<file path="src/rtl/dmem_arb_pkg.sv">
// dmem_arb_pkg: shared types and constants for the data-memory arbiter.
//   - RISC-V load/store funct3 encodings (F3_B/F3_H/F3_W/F3_BU/F3_HU)
//   - FSM state enum (IDLE, ISSUE, READ, RESP)
//   - requester port ID type
package dmem_arb_pkg;

  localparam logic [2:0] F3_B  = 3'b000;
  localparam logic [2:0] F3_H  = 3'b001;
  localparam logic [2:0] F3_W  = 3'b010;
  localparam logic [2:0] F3_BU = 3'b100;
  localparam logic [2:0] F3_HU = 3'b101;

  typedef enum logic [1:0] {
    IDLE  = 2'd0,
    ISSUE = 2'd1,
    READ  = 2'd2,
    RESP  = 2'd3
  } state_t;

  typedef enum logic {
    PORT0 = 1'b0,
    PORT1 = 1'b1
  } port_id_t;

endpackage

</file>
<file path="src/rtl/dmem_access_check.sv">
// dmem_access_check: combinational legality check for one load/store command.
// Ports:
//   we      in  1 = store, 0 = load
//   funct3  in  RISC-V load/store funct3
//   addr_lo in  byte address bits [1:0]
//   legal   out 1 when funct3 is valid for the direction and the access is aligned
module dmem_access_check
  import dmem_arb_pkg::*;
(
  input  logic       we,
  input  logic [2:0] funct3,
  input  logic [1:0] addr_lo,
  output logic       legal
);

  always_comb begin
    // NOTE: default assignment first so every path drives legal; no latch is inferred.
    legal = 1'b0;
    case (funct3)
      F3_B:    legal = 1'b1;
      F3_H:    legal = !addr_lo[0];
      F3_W:    legal = (addr_lo == 2'b00);
      F3_BU:   legal = !we;                    // unsigned forms exist only for loads
      F3_HU:   legal = !we && !addr_lo[0];
      default: legal = 1'b0;
    endcase
  end

endmodule

</file>
<file path="src/rtl/data_mem_arbiter.sv">
// data_mem_arbiter: shares the single-cycle core's Data_Memory between the core
// load/store port (p0) and a debug/DMA loader port (p1). The winning command is
// latched in IDLE, checked for legality, then sequenced ISSUE -> (READ -> RESP).
// Configuration macro: DMEM_ARB_RR_EN -- defined: round-robin on ties;
// undefined: fixed priority to port 0 and no pointer register.
// Ports:
//   clk, rst_n                         clock, async active-low reset
//   pX_req/we/funct3/addr/wdata        requester command (held until gnt)
//   pX_gnt / pX_err / pX_rvalid        accept pulse, reject pulse, read-data pulse
//   rdata                              load result shared by both ports
//   mem_read, mem_write, alu_result,
//   rs2_data, instruction              Data_Memory controls (funct3 in [14:12])
//   data_mem_data                      Data_Memory read data (already extended)
module data_mem_arbiter
  import dmem_arb_pkg::*;
#(
  parameter int ADDR_W = 32,
  parameter int DATA_W = 32
) (
  input  logic              clk,
  input  logic              rst_n,
  input  logic              p0_req,
  input  logic              p0_we,
  input  logic [2:0]        p0_funct3,
  input  logic [ADDR_W-1:0] p0_addr,
  input  logic [DATA_W-1:0] p0_wdata,
  input  logic              p1_req,
  input  logic              p1_we,
  input  logic [2:0]        p1_funct3,
  input  logic [ADDR_W-1:0] p1_addr,
  input  logic [DATA_W-1:0] p1_wdata,
  output logic              p0_gnt,
  output logic              p0_err,
  output logic              p0_rvalid,
  output logic              p1_gnt,
  output logic              p1_err,
  output logic              p1_rvalid,
  output logic [DATA_W-1:0] rdata,
  output logic              mem_read,
  output logic              mem_write,
  output logic [ADDR_W-1:0] alu_result,
  output logic [DATA_W-1:0] rs2_data,
  output logic [31:0]       instruction,
  input  logic [DATA_W-1:0] data_mem_data
);

  state_t   state, state_nxt;
  port_id_t sel_port;
  logic     any_req, sel_we, sel_legal, take;
  logic [2:0]        sel_funct3;
  logic [ADDR_W-1:0] sel_addr;
  logic [DATA_W-1:0] sel_wdata;

  // Latched command
  port_id_t          cmd_port;
  logic              cmd_we, cmd_legal;
  logic [2:0]        cmd_funct3;
  logic [ADDR_W-1:0] cmd_addr;
  logic [DATA_W-1:0] cmd_wdata;

  assign any_req = p0_req || p1_req;
  assign take    = (state == IDLE) && any_req;

`ifdef DMEM_ARB_RR_EN
  // rr_ptr names the port that wins the next tie.
  port_id_t rr_ptr;

  always_comb begin
    if (p0_req && p1_req) sel_port = rr_ptr;
    else if (p0_req)      sel_port = PORT0;
    else                  sel_port = PORT1;
  end

  always_ff @(posedge clk or negedge rst_n) begin
    if (!rst_n)    rr_ptr <= PORT0;
    else if (take) rr_ptr <= (sel_port == PORT0) ? PORT1 : PORT0;
  end
`else
  assign sel_port = p0_req ? PORT0 : PORT1;
`endif

  assign sel_we     = (sel_port == PORT1) ? p1_we     : p0_we;
  assign sel_funct3 = (sel_port == PORT1) ? p1_funct3 : p0_funct3;
  assign sel_addr   = (sel_port == PORT1) ? p1_addr   : p0_addr;
  assign sel_wdata  = (sel_port == PORT1) ? p1_wdata  : p0_wdata;

  dmem_access_check u_check (
    .we      (sel_we),
    .funct3  (sel_funct3),
    .addr_lo (sel_addr[1:0]),
    .legal   (sel_legal)
  );

  // Command register: only written in IDLE, so requester changes while an
  // access is in flight cannot disturb it.
  always_ff @(posedge clk or negedge rst_n) begin
    // NOTE: sequential state uses non-blocking assignments so all registers update together at the edge.
    if (!rst_n) begin
      cmd_port   <= PORT0;
      cmd_we     <= 1'b0;
      cmd_legal  <= 1'b0;
      cmd_funct3 <= 3'b000;
      cmd_addr   <= '0;
      cmd_wdata  <= '0;
    end else if (take) begin
      cmd_port   <= sel_port;
      cmd_we     <= sel_we;
      cmd_legal  <= sel_legal;
      cmd_funct3 <= sel_funct3;
      cmd_addr   <= sel_addr;
      cmd_wdata  <= sel_wdata;
    end
  end

  // Load data is captured at the closing edge of READ and held until the next load.
  always_ff @(posedge clk or negedge rst_n) begin
    if (!rst_n)                rdata <= '0;
    else if (state == READ)    rdata <= data_mem_data;
  end

  // FSM: state register
  always_ff @(posedge clk or negedge rst_n) begin
    if (!rst_n) state <= IDLE;
    else        state <= state_nxt;
  end

  // FSM: next state
  always_comb begin
    state_nxt = state;
    case (state)
      IDLE:    if (any_req) state_nxt = ISSUE;
      ISSUE:   state_nxt = (cmd_legal && !cmd_we) ? READ : IDLE;
      READ:    state_nxt = RESP;
      RESP:    state_nxt = IDLE;
      default: state_nxt = IDLE;
    endcase
  end

  // FSM: outputs, decoded only from registered state and the latched command.
  always_comb begin
    p0_gnt    = 1'b0;
    p1_gnt    = 1'b0;
    p0_err    = 1'b0;
    p1_err    = 1'b0;
    p0_rvalid = 1'b0;
    p1_rvalid = 1'b0;
    mem_read  = 1'b0;
    mem_write = 1'b0;
    case (state)
      ISSUE: begin
        p0_gnt    = (cmd_port == PORT0);
        p1_gnt    = (cmd_port == PORT1);
        p0_err    = (cmd_port == PORT0) && !cmd_legal;
        p1_err    = (cmd_port == PORT1) && !cmd_legal;
        mem_write = cmd_legal && cmd_we;
        mem_read  = cmd_legal && !cmd_we;
      end
      READ: mem_read = 1'b1;
      RESP: begin
        p0_rvalid = (cmd_port == PORT0);
        p1_rvalid = (cmd_port == PORT1);
      end
      default: ;
    endcase
  end

  assign alu_result  = cmd_addr;
  assign rs2_data    = cmd_wdata;
  assign instruction = {17'd0, cmd_funct3, 12'd0};

endmodule
</file>
<file path="config.mk">
export PLATFORM = sky130hd
export DESIGN_NAME = data_mem_arbiter
export DESIGN_NICKNAME = d
export VERILOG_FILES = /design/src/rtl/dmem_arb_pkg.sv /design/src/rtl/dmem_access_check.sv /design/src/rtl/data_mem_arbiter.sv
export SDC_FILE = /design/constraint.sdc
export NUM_CORES = 1
export LEC_CHECK = 0
export CORE_AREA = 2 2 120 122
export DETAILED_ROUTE_END_ITERATION = 6
export DIE_AREA = 0 0 122 124
export HOLD_SLACK_MARGIN = 0.02
export PLACE_DENSITY = 0.78
export RECOVER_POWER = 50
export SYNTH_ARGS = -nofsm -noshare
export SYNTH_HDL_FRONTEND = slang
export SYNTH_SLANG_ARGS = --single-unit
</file>
<file path="constraint.sdc">
create_clock -name clk -period 2.5 [get_ports clk]
set_clock_uncertainty 0.15 [all_clocks]
set_input_delay 0.375 -clock clk [delete_from_list [all_inputs] [get_ports clk]]
set_output_delay 0.375 -clock clk [all_outputs]
set_load 0.01 [all_outputs]
</file>
==> results_dict.tcl, run 1 <==
set metrics [dict create \
    critPathMaxFanout 4 \
    cts_buffers 9 \
    slew_violations 0 \
    drc_errors 0 \
    io_pins 308 \
    syn-cell-area_um2 4840 \
    syn_inst 427 \
    synth_edf_count 0 \
    post-dp-hpwl_mm 10.80 \
    htree_levels 3 \
    areaGrowthSynthToFinish_pct 63.65 \
    place_area_um2 7657 \
    crit_arrival_ns 1.75 \
    finalWeightedCongestion 0.7998 \
    p_leak_uw 0.003541 \
    worst_hold_path_type "reg2reg" \
    async_flop_share 1.000 \
    vias 4003 \
    grt_pass1_vias 3998 \
    layout.nets 871 \
    cts_tree "built" \
    wl_per_cell_um 15.53 \
    critical_path.startpoint_type "flip-flop" \
    use_met2 0.3223 \
    start_util 0.3528 \
    postCtsSetupBuffers 0 \
    rows 43 \
    yosys_warnings 0 \
    ys_seq_area_frac 0.5377 \
    worstSetupPathType "reg2out" \
    n_antenna_cell 0 \
    pwr_density_cell_nw_per_um2 1020 \
    endpoint_kind "output port" \
    yosysTopAreaCell "dfrtp_1" \
    finalHoldViolCount 0 \
    ys.flop_type "dfrtp_1" \
    grt_usage 0.1773 \
    clk_pin_slew_ns 0.07 \
    min_period_ns 2.277 \
    timing.fmax_ghz 0.4391 \
    placed_cells 863 \
    clock_latency_ns 0.33 \
    fin_tns_setup_ns 0 \
    core_region_area_um2 13720 \
    busiest_layer "met2" \
    drtPass1Iterations 4 \
    met3_usage 0.06364 \
    die_area_um2 15130 \
    drive_above_1_share 0.08143 \
    yosys_register_bits 104 \
    portBuffers 278 \
    clockRootBuffer "clkbuf_16" \
    finalCritPeriodShare 0.9109 \
    synth_area_leaders "dfrtp_1, mux2i_1, mux2_2" \
    status "finished, final reports clean" \
    clock_path_buffers 2 \
    max_cap_viol_count 0 \
    routed_wl_mm 13.66 \
    cts.sinks 104 \
    worst_slew_pin_slew_ns 1.309 \
    fin_util 0.5773 \
    rsz0062_at_grt "no" \
    reg2regPathDepth 5 \
    layout.cells.non_filler 880 \
    antenna_left 0 \
    p_total_uw 8075 \
    ir_drop_uv 493.9 \
    die_h_um 124 \
    max_slew_margin 0.1274 \
    grt_max_degree 80 \
    grt_pass1_wl_mm 20.65 \
    antenna_found_initial 0 \
    synth.avg_cell_area_um2 11.33 \
    grt_overflow_total 0 \
    setup_violations 0 \
    synth_top_area_share 0.5377 \
    ys_types 25 \
    drt-initial-drc-count 134 \
    crit_required_ns 1.98 \
    met1_usage 0.1935 \
    stdcell_area_um2 7920 \
    vias_per_cell 4.549 \
    fp.dieW_um 122 \
    hold_depth 2 \
]
==> metal layers <==
metal	share of wire	wire length, um	vias up
met3	0.11	1484	10
met2	0.51	7004	184
met1	0.37	5031	1856
met4	0.010	142	0
met5	0	0	-
li1	-	-	1953
==> what timing repair did <==
| action | CTS | global route |
|---|---|---|
| hold buffers | 1 | 0 |
| resized for setup | 1 | 5 |
| endpoints found under the setup margin | 1 | 3 |
| pin swaps | 0 | 0 |
| cloned | 0 | 0 |
| endpoints found under the hold margin | 50 | 0 |
==> path summary, 6_finish.rpt <==
| path | slack (ns) | end | startpoint |
|---|---|---|---|
| setup / recovery | 0.22 | p0_gnt | flip-flop |
| hold / removal | 0.33 | alu_result[17] | alu_result[17] |
| setup reg to reg | 0.33 | alu_result[27] | state[0] |
| hold reg to reg | 0.33 | alu_result[17] | alu_result[17] |
| max in group asynchronous | 0.55 | cmd_we | rst_n |
| min in group asynchronous | 0.70 | rdata[0] | rst_n |
==> cells by family after synthesis <==
| logic type | share of synthesized area |
|---|---|
| AO/OA/AOI/OAI | 0.08480 |
| AND/OR/NAND/NOR | 0.06877 |
| flip-flops | 0.5377 |
| other | 0.0007749 |
| buffers and inverters | 0.08014 |
| adder cells (fa/ha/maj) | 0.01034 |
| multiplexers | 0.2174 |
==> report_power, final <==
group / switching, uW / total, uW / internal (uW)
combinational: 1660 / 3790 / 2130
sequential: 462 / 2970 / 2510
clock: 609 / 1310 / 706
total: 2730 / 8070 / 5340
==> layout by cell type, fill, tap and decap left out, types with 2 or more instances in the layout <==
master	synthesis	layout
a221oi_1	2	2
and2_1	2	2
buf_4	39	3
clkbuf_1	3	3
clkbuf_16	0	9
clkbuf_4	0	2
clkdlybuf4s50_1	0	248
clkinv_4	0	2
conb_1	1	29
dfrtp_1	104	104
dlygate4sd3_1	0	26
dlymetal6s2s_1	0	3
ha_1	4	3
inv_1	2	2
mux2_2	32	32
mux2i_1	68	68
nand2_1	72	72
nor2b_1	4	3
o21ai_0	0	22
o21ai_1	70	48
==> stage by stage <==
step	hold slack, ns	setup slack, ns
final	0.3292	0.2228
after global routing	0.3499	0.1023
after CTS	0.3403	0.01318
after detailed placement	0.3046	0.3643
after global placement	0.2883	0.4349
after floorplan	-0.07059	0.8066
==> registers in the layout (all words and copies together) (netlist names), named ones only <==
name,flops
rdata,32
cmd_we,1
rs2_data,32
alu_result,32
cmd_funct3,3
cmd_legal,1
cmd_port,1
state,1
==> worst max-delay path: stages, from the launching register on <==
cell and delay [ns]:
dfrtp_1 0.42, inv_1 0.09, ha_2 0.19, nor2b_2 0.16, clkdlybuf4s50_1 0.55
==> final cells by class <==
cell class	instances	area (um2)
clock inverters	4	30.03
flip-flops and latches	104	2603
clock buffers	12	246.5
multi-input cells	293	1962
inverters	2	7.507
well taps	180	225.2
repair buffers	285	2846
fillers	1182	5799
==> cells in the mapped netlist (2+ instances only) <==
cell type / count
dfrtp_1: 104
nand2_1: 72
o21ai_1: 70
mux2i_1: 68
buf_4: 39
mux2_2: 32
buf_2: 13
ha_1: 4
nor2b_1: 4
clkbuf_1: 3
a221oi_1: 2
and2_1: 2
inv_1: 2
No activity file was read; power rests on OpenSTA's default activity.
==> inputs of run 2 (changes only) <==
- CORE_AREA: 2 2 120 122 -> 3 3 118 120
- DIE_AREA: 0 0 122 124 -> 0 0 121 123
- PLACE_DENSITY: 0.78 -> 0.81
==> run 2 against run 1 <==
Via count about the same. Power up 1.3%. Non-clock buffer count up 2. Critical endpoint is now mem_write. Largest power group unchanged. Highest routed layer unchanged.
==> results_dict.tcl, run 2 (synthesized netlist as in run 1, its figures left out) <==
set metrics [dict create \
    crit_required_ns 1.98 \
    finalHoldViolCount 0 \
    num-fill-cells 1019 \
    status "finished, final reports clean" \
    timing.fmax_ghz 0.4311 \
    p_int_uw 5500 \
    max_cap_viol_count 0 \
    min_period_ns 2.320 \
    grt_max_degree 83 \
    fp.dieW_um 121 \
    critical_path.startpoint_type "flip-flop" \
    cts_buffers 9 \
    critPathMaxFanout 4 \
    worstSetupPathType "reg2out" \
    drc_errors 0 \
    clockRootBuffer "clkbuf_16" \
    grt_pass1_vias 4011 \
    pwr_density_cell_nw_per_um2 1027 \
    crit_arrival_ns 1.79 \
    wl_per_cell_um 15.56 \
    cts.sinks 104 \
    fin_util 0.6088 \
    seq_power_share 0.363 \
    portBuffers 278 \
    ir_drop_uv 493.4 \
    finalCritPeriodShare 0.9279 \
    n_antenna_cell 0 \
    clock_path_buffers 2 \
    drtPass1Iterations 6 \
    placed_cells 861 \
    p_switching_uw 2681 \
    max_slew_margin 0.2885 \
    layout.cells.non_filler 878 \
    io_pins 308 \
    rows 42 \
    final_common_cell "clkdlybuf4s50_1" \
    grt_overflow_total 0 \
    critical-path-top-delay-family "buffers and inverters" \
    regToRegSetupSlack_ns 0.42 \
    path_cells "inv_1, ha_2, and3_1, clkdlybuf4s50_1" \
    worst-path-buf-inv 2 \
    slew_violations 0 \
    worst_path_largest_cell_delay_ns 0.55 \
    setup_violations 0 \
    areaGrowthSynthToFinish_pct 64.61 \
    rsz0062_at_grt "no" \
    hold_slack_ns 0.3295 \
    die_area_um2 14880 \
    routed_wl_mm 13.66 \
    grt_usage 0.1778 \
    pwr-share-clk 0.174 \
    drive_above_1_share 0.08405 \
    clk_pin_slew_ns 0.06 \
    core_region_area_um2 13090 \
    vias_per_cell 4.560 \
    worst_slew_pin_slew_ns 1.067 \
    comb_power_share 0.462 \
    layout.nets 873 \
    drt-initial-drc-count 190 \
    multiInputGateArea_um2 1967 \
    start_util 0.3699 \
    antenna_found_initial 0 \
    finalWeightedCongestion 0.7760 \
    regArea_um2 2603 \
    p_sw_frac 0.3277 \
    endpoint_kind "output port" \
    cts_tree "built" \
    grt_pass1_wl_mm 20.93 \
    pre_cts_slack_ns 0.3387 \
    p_leak_uw 0.003546 \
    setup_ws_ns 0.1803 \
    vias 4004 \
    htree_levels 3 \
    fin_tns_setup_ns 0 \
    die_h_um 123 \
    worst_hold_path_type "reg2reg" \
    postCtsSetupBuffers 0 \
    final_cell_mix "clkdlybuf4s50_1, dfrtp_1, nand2_1" \
    post-dp-hpwl_mm 10.83 \
    clock_latency_ns 0.34 \
    antenna_left 0 \
    crit_slowest_cell "clkdlybuf4s50_1" \
]
run 2: final cells by class:
cell class,count,area share
Timing Repair Buffer,287,0.3590
Sequential cell,104,0.3267
Multi-Input combinational cell,293,0.2469
Clock buffer,12,0.03220
Tap cell,176,0.02764
Clock inverter,4,0.006597
Inverter,2,0.0009424
run 2: routing by layer:
metal | track usage | share of wire
met3 | 0.05581 | 0.092
met1 | 0.2171 | 0.39
met2 | 0.2991 | 0.50
met4 | 0.06091 | 0.018
met5 | 0 | 0
run 2: per-stage QoR:
step	power (uW)	area [um2]
after floorplan	4665	4945
after global placement	6834	7655
after detailed placement	6958	7655
after CTS	8426	7975
after global routing	8764	7966
final	8182	7966
run 2: path summary, 6_finish.rpt:
| path | cells after the start | from | end |
|---|---|---|---|
| max | 4 | flip-flop | mem_write |
| min | 2 | alu_result[2] | alu_result[2] |
| max reg2reg | 5 | state[0] | alu_result[4] |
| min reg2reg | 2 | alu_result[2] | alu_result[2] |
| max in group asynchronous | 3 | rst_n | rs2_data[31] |
| min in group asynchronous | 2 | rst_n | rs2_data[0] |
run 2: tightest hold or removal path, delay by kind of cell (launching register included):
kind               cells  cell delay (ns)
DFF                    1             0.34
AOI/OAI and AO/OA      1             0.06
and+or+nand+nor        1             0.04
run 2: timing repair:
item / CTS / global route
resized for setup: 2 / 3
hold buffers: 1 / 0
setup endpoints to repair: 1 / 2
endpoints found under the hold margin: 16 / 0
cloned: 0 / 0
run 2: power by group through the flow:
stage	Sequential, uW	Combinational, uW	Clock (uW)
finish	2970	3780	1430
global route	3090	4130	1550
CTS	2980	3960	1480
detailed placement	3000	3960	0
global placement	2960	3870	0
floorplan	3330	1340	0
==> inputs of run 3 (changes only) <==
- CELL_PAD_IN_SITES_DETAIL_PLACEMENT: default -> 0
- CELL_PAD_IN_SITES_GLOBAL_PLACEMENT: default -> 1
- CORE_AREA: 3 3 118 120 -> default
- CORE_ASPECT_RATIO: default -> 1.4
- CORE_MARGIN: default -> 3
- CORE_UTILIZATION: default -> 29
- CTS_CLUSTER_DIAMETER: default -> 40
- DIE_AREA: 0 0 121 123 -> default
- PLACE_DENSITY: 0.81 -> default
- PLACE_DENSITY_LB_ADDON: default -> 0.1
==> run 3 against run 2 <==
Critical path depth increased by 1. Global-route usage decreased by 2.1 points. Register-to-register slack improved by 0.08 ns. First-iteration DRC count decreased by 44%. Final cell count increased by 2.4%. Design area increased by 0.13%. Power increased by 0.23%. Non-clock buffer count decreased by 2. Critical path type unchanged. Critical endpoint is now p1_err. Largest cell class unchanged.
==> results_dict.tcl, run 3 (synthesized netlist as in run 1, its figures left out) <==
set metrics [dict create \
    rows 55 \
    finalWeightedCongestion 0.6998 \
    regToRegSetupSlack_ns 0.50 \
    use_met2 0.2837 \
    cts_buffers 9 \
    antenna_left 0 \
    met1_usage 0.1734 \
    hold_depth 2 \
    portBuffers 278 \
    routed_wl_mm 14.68 \
    r2r-end "alu_result[23]" \
    setup_ws_ns 0.1181 \
    die_h_um 158.9 \
    core_region_area_um2 16240 \
    finalCritPeriodShare 0.9528 \
    max_slew_margin 0.4771 \
    pwr-share-clk 0.180 \
    clock_path_buffers 2 \
    worst_slew_pin_slew_ns 0.7843 \
    crit_arrival_ns 1.86 \
    fin_tns_setup_ns 0 \
    post-dp-hpwl_mm 11.36 \
    vias_per_cell 4.493 \
    r2r_start "state[0]" \
    ir_drop_uv 512.3 \
    grt_pass1_wl_mm 22.56 \
    io_pins 308 \
    die_area_um2 18300 \
    grt_max_degree 103 \
    seq_power_share 0.357 \
    layout.cells.non_filler 899 \
    p_leak_uw 0.003530 \
    p_total_uw 8200 \
    drtPass1Iterations 4 \
    slew_violations 0 \
    fp.dieW_um 115.2 \
    setup_violations 0 \
    p_int_uw 5447 \
    clock_latency_ns 0.34 \
    num-fill-cells 1531 \
    rsz0062_at_grt "no" \
    cts_tree "built" \
    grt_usage 0.1571 \
    met3_usage 0.04575 \
    wl_per_cell_um 16.33 \
    areaGrowthSynthToFinish_pct 64.81 \
    vias 4039 \
    clk_pin_slew_ns 0.07 \
    whs_endpoint "rs2_data[21]" \
    comb_power_share 0.463 \
    hold_path.startpoint "rs2_data[21]" \
    worstSetupPathType "reg2out" \
    finalHoldViolCount 0 \
    pwr_density_cell_nw_per_um2 1028 \
    critical_path.startpoint_type "flip-flop" \
    grt_pass1_vias 4243 \
    fin_util 0.4911 \
    n_antenna_cell 0 \
    min_period_ns 2.382 \
    postCtsSetupBuffers 0 \
    drt-initial-drc-count 107 \
    max_cap_viol_count 0 \
    critPathMaxFanout 4 \
    worst_hold_path_type "reg2reg" \
    htree_levels 3 \
    status "finished, final reports clean" \
    cts.sinks 104 \
    crit_required_ns 1.98 \
    grt_overflow_total 0 \
    p_sw_frac 0.3357 \
    reg2regPathDepth 5 \
    p_switching_uw 2753 \
    timing.fmax_ghz 0.4198 \
    drc_errors 0 \
    pre_cts_slack_ns 0.3808 \
    clockRootBuffer "clkbuf_16" \
    final_cell_mix "clkdlybuf4s50_1, dfrtp_1, nand2_1" \
    placed_cells 882 \
    final_common_cell "clkdlybuf4s50_1" \
    layout.nets 871 \
    endpoint_kind "output port" \
    start_util 0.2980 \
    antenna_found_initial 0 \
    drive_above_1_share 0.08286 \
    busiest_layer "met2" \
]
run 3: cell types whose count changed in the layout (fill, tap and decap cells not counted), sizes merged:
cell	before	now
buf	7	4
dlygate4sd3	12	23
inv	2	6
dlymetal6s2s	2	1
clkdlybuf4s50	262	252
clkinvlp	0	2
clkinv	3	0
clkbuf	15	13
run 3: final cells by class:
| type | instances | area, um2 | area share |
|---|---|---|---|
| sequential | 104 | 2603 | 0.3263 |
| inverter | 2 | 7.507 | 0.0009412 |
| clock buffer | 9 | 225.2 | 0.02824 |
| clock inverter | 7 | 85.08 | 0.01067 |
| tap | 199 | 249.0 | 0.03122 |
| multi-input combinational | 293 | 1956 | 0.2452 |
| timing repair buffer | 285 | 2851 | 0.3575 |
run 3: routing by layer:
layer  share of wire  up-vias
met3           0.084       13
met2            0.52      174
met4           0.016        0
li1                -     1950
met5               0        -
met1            0.38     1902
run 3: through the flow:
stage / instance area (um2) / hold slack, ns
final: 7976 / 0.3289
after CTS: 8000 / 0.3405
after global placement: 7681 / 0.1894
after detailed placement: 7681 / 0.1923
after global routing: 7976 / 0.3585
after floorplan: 4945 / -0.07059
run 3: worst max path at each step:
stage / slack [ns] / from / endpoint / cells past startpoint
floorplan: 0.81 / state[0] / mem_read / 5
global placement: 0.40 / flip-flop / mem_read / 6
detailed placement: 0.38 / flip-flop / mem_read / 6
CTS: 0.03 / flip-flop / p0_err / 5
global route: 0.01 / flip-flop / p1_err / 5
finish: 0.12 / flip-flop / p1_err / 5
run 3: what timing repair did:
action,in CTS,in global routing
resized for setup,1,3
hold buffers,1,0
hold endpoints to repair,27,0
endpoints found under the setup margin,1,2
run 3: power groups by stage:
stage	combinational, uW	sequential [uW]	clock, uW
after floorplan	1340	3330	0
after detailed placement	4000	2980	0
after global placement	3950	2940	0
after global routing	4150	3060	1590
final	3790	2930	1470
after CTS	4000	2950	1540
run 3: critical path, cell delays in order, from the launching register on:
cell and delay [ns]:
dfrtp_1 0.41, inv_1 0.10, ha_2 0.20, and2_1 0.14
nor2b_1 0.12, clkdlybuf4s50_1 0.54
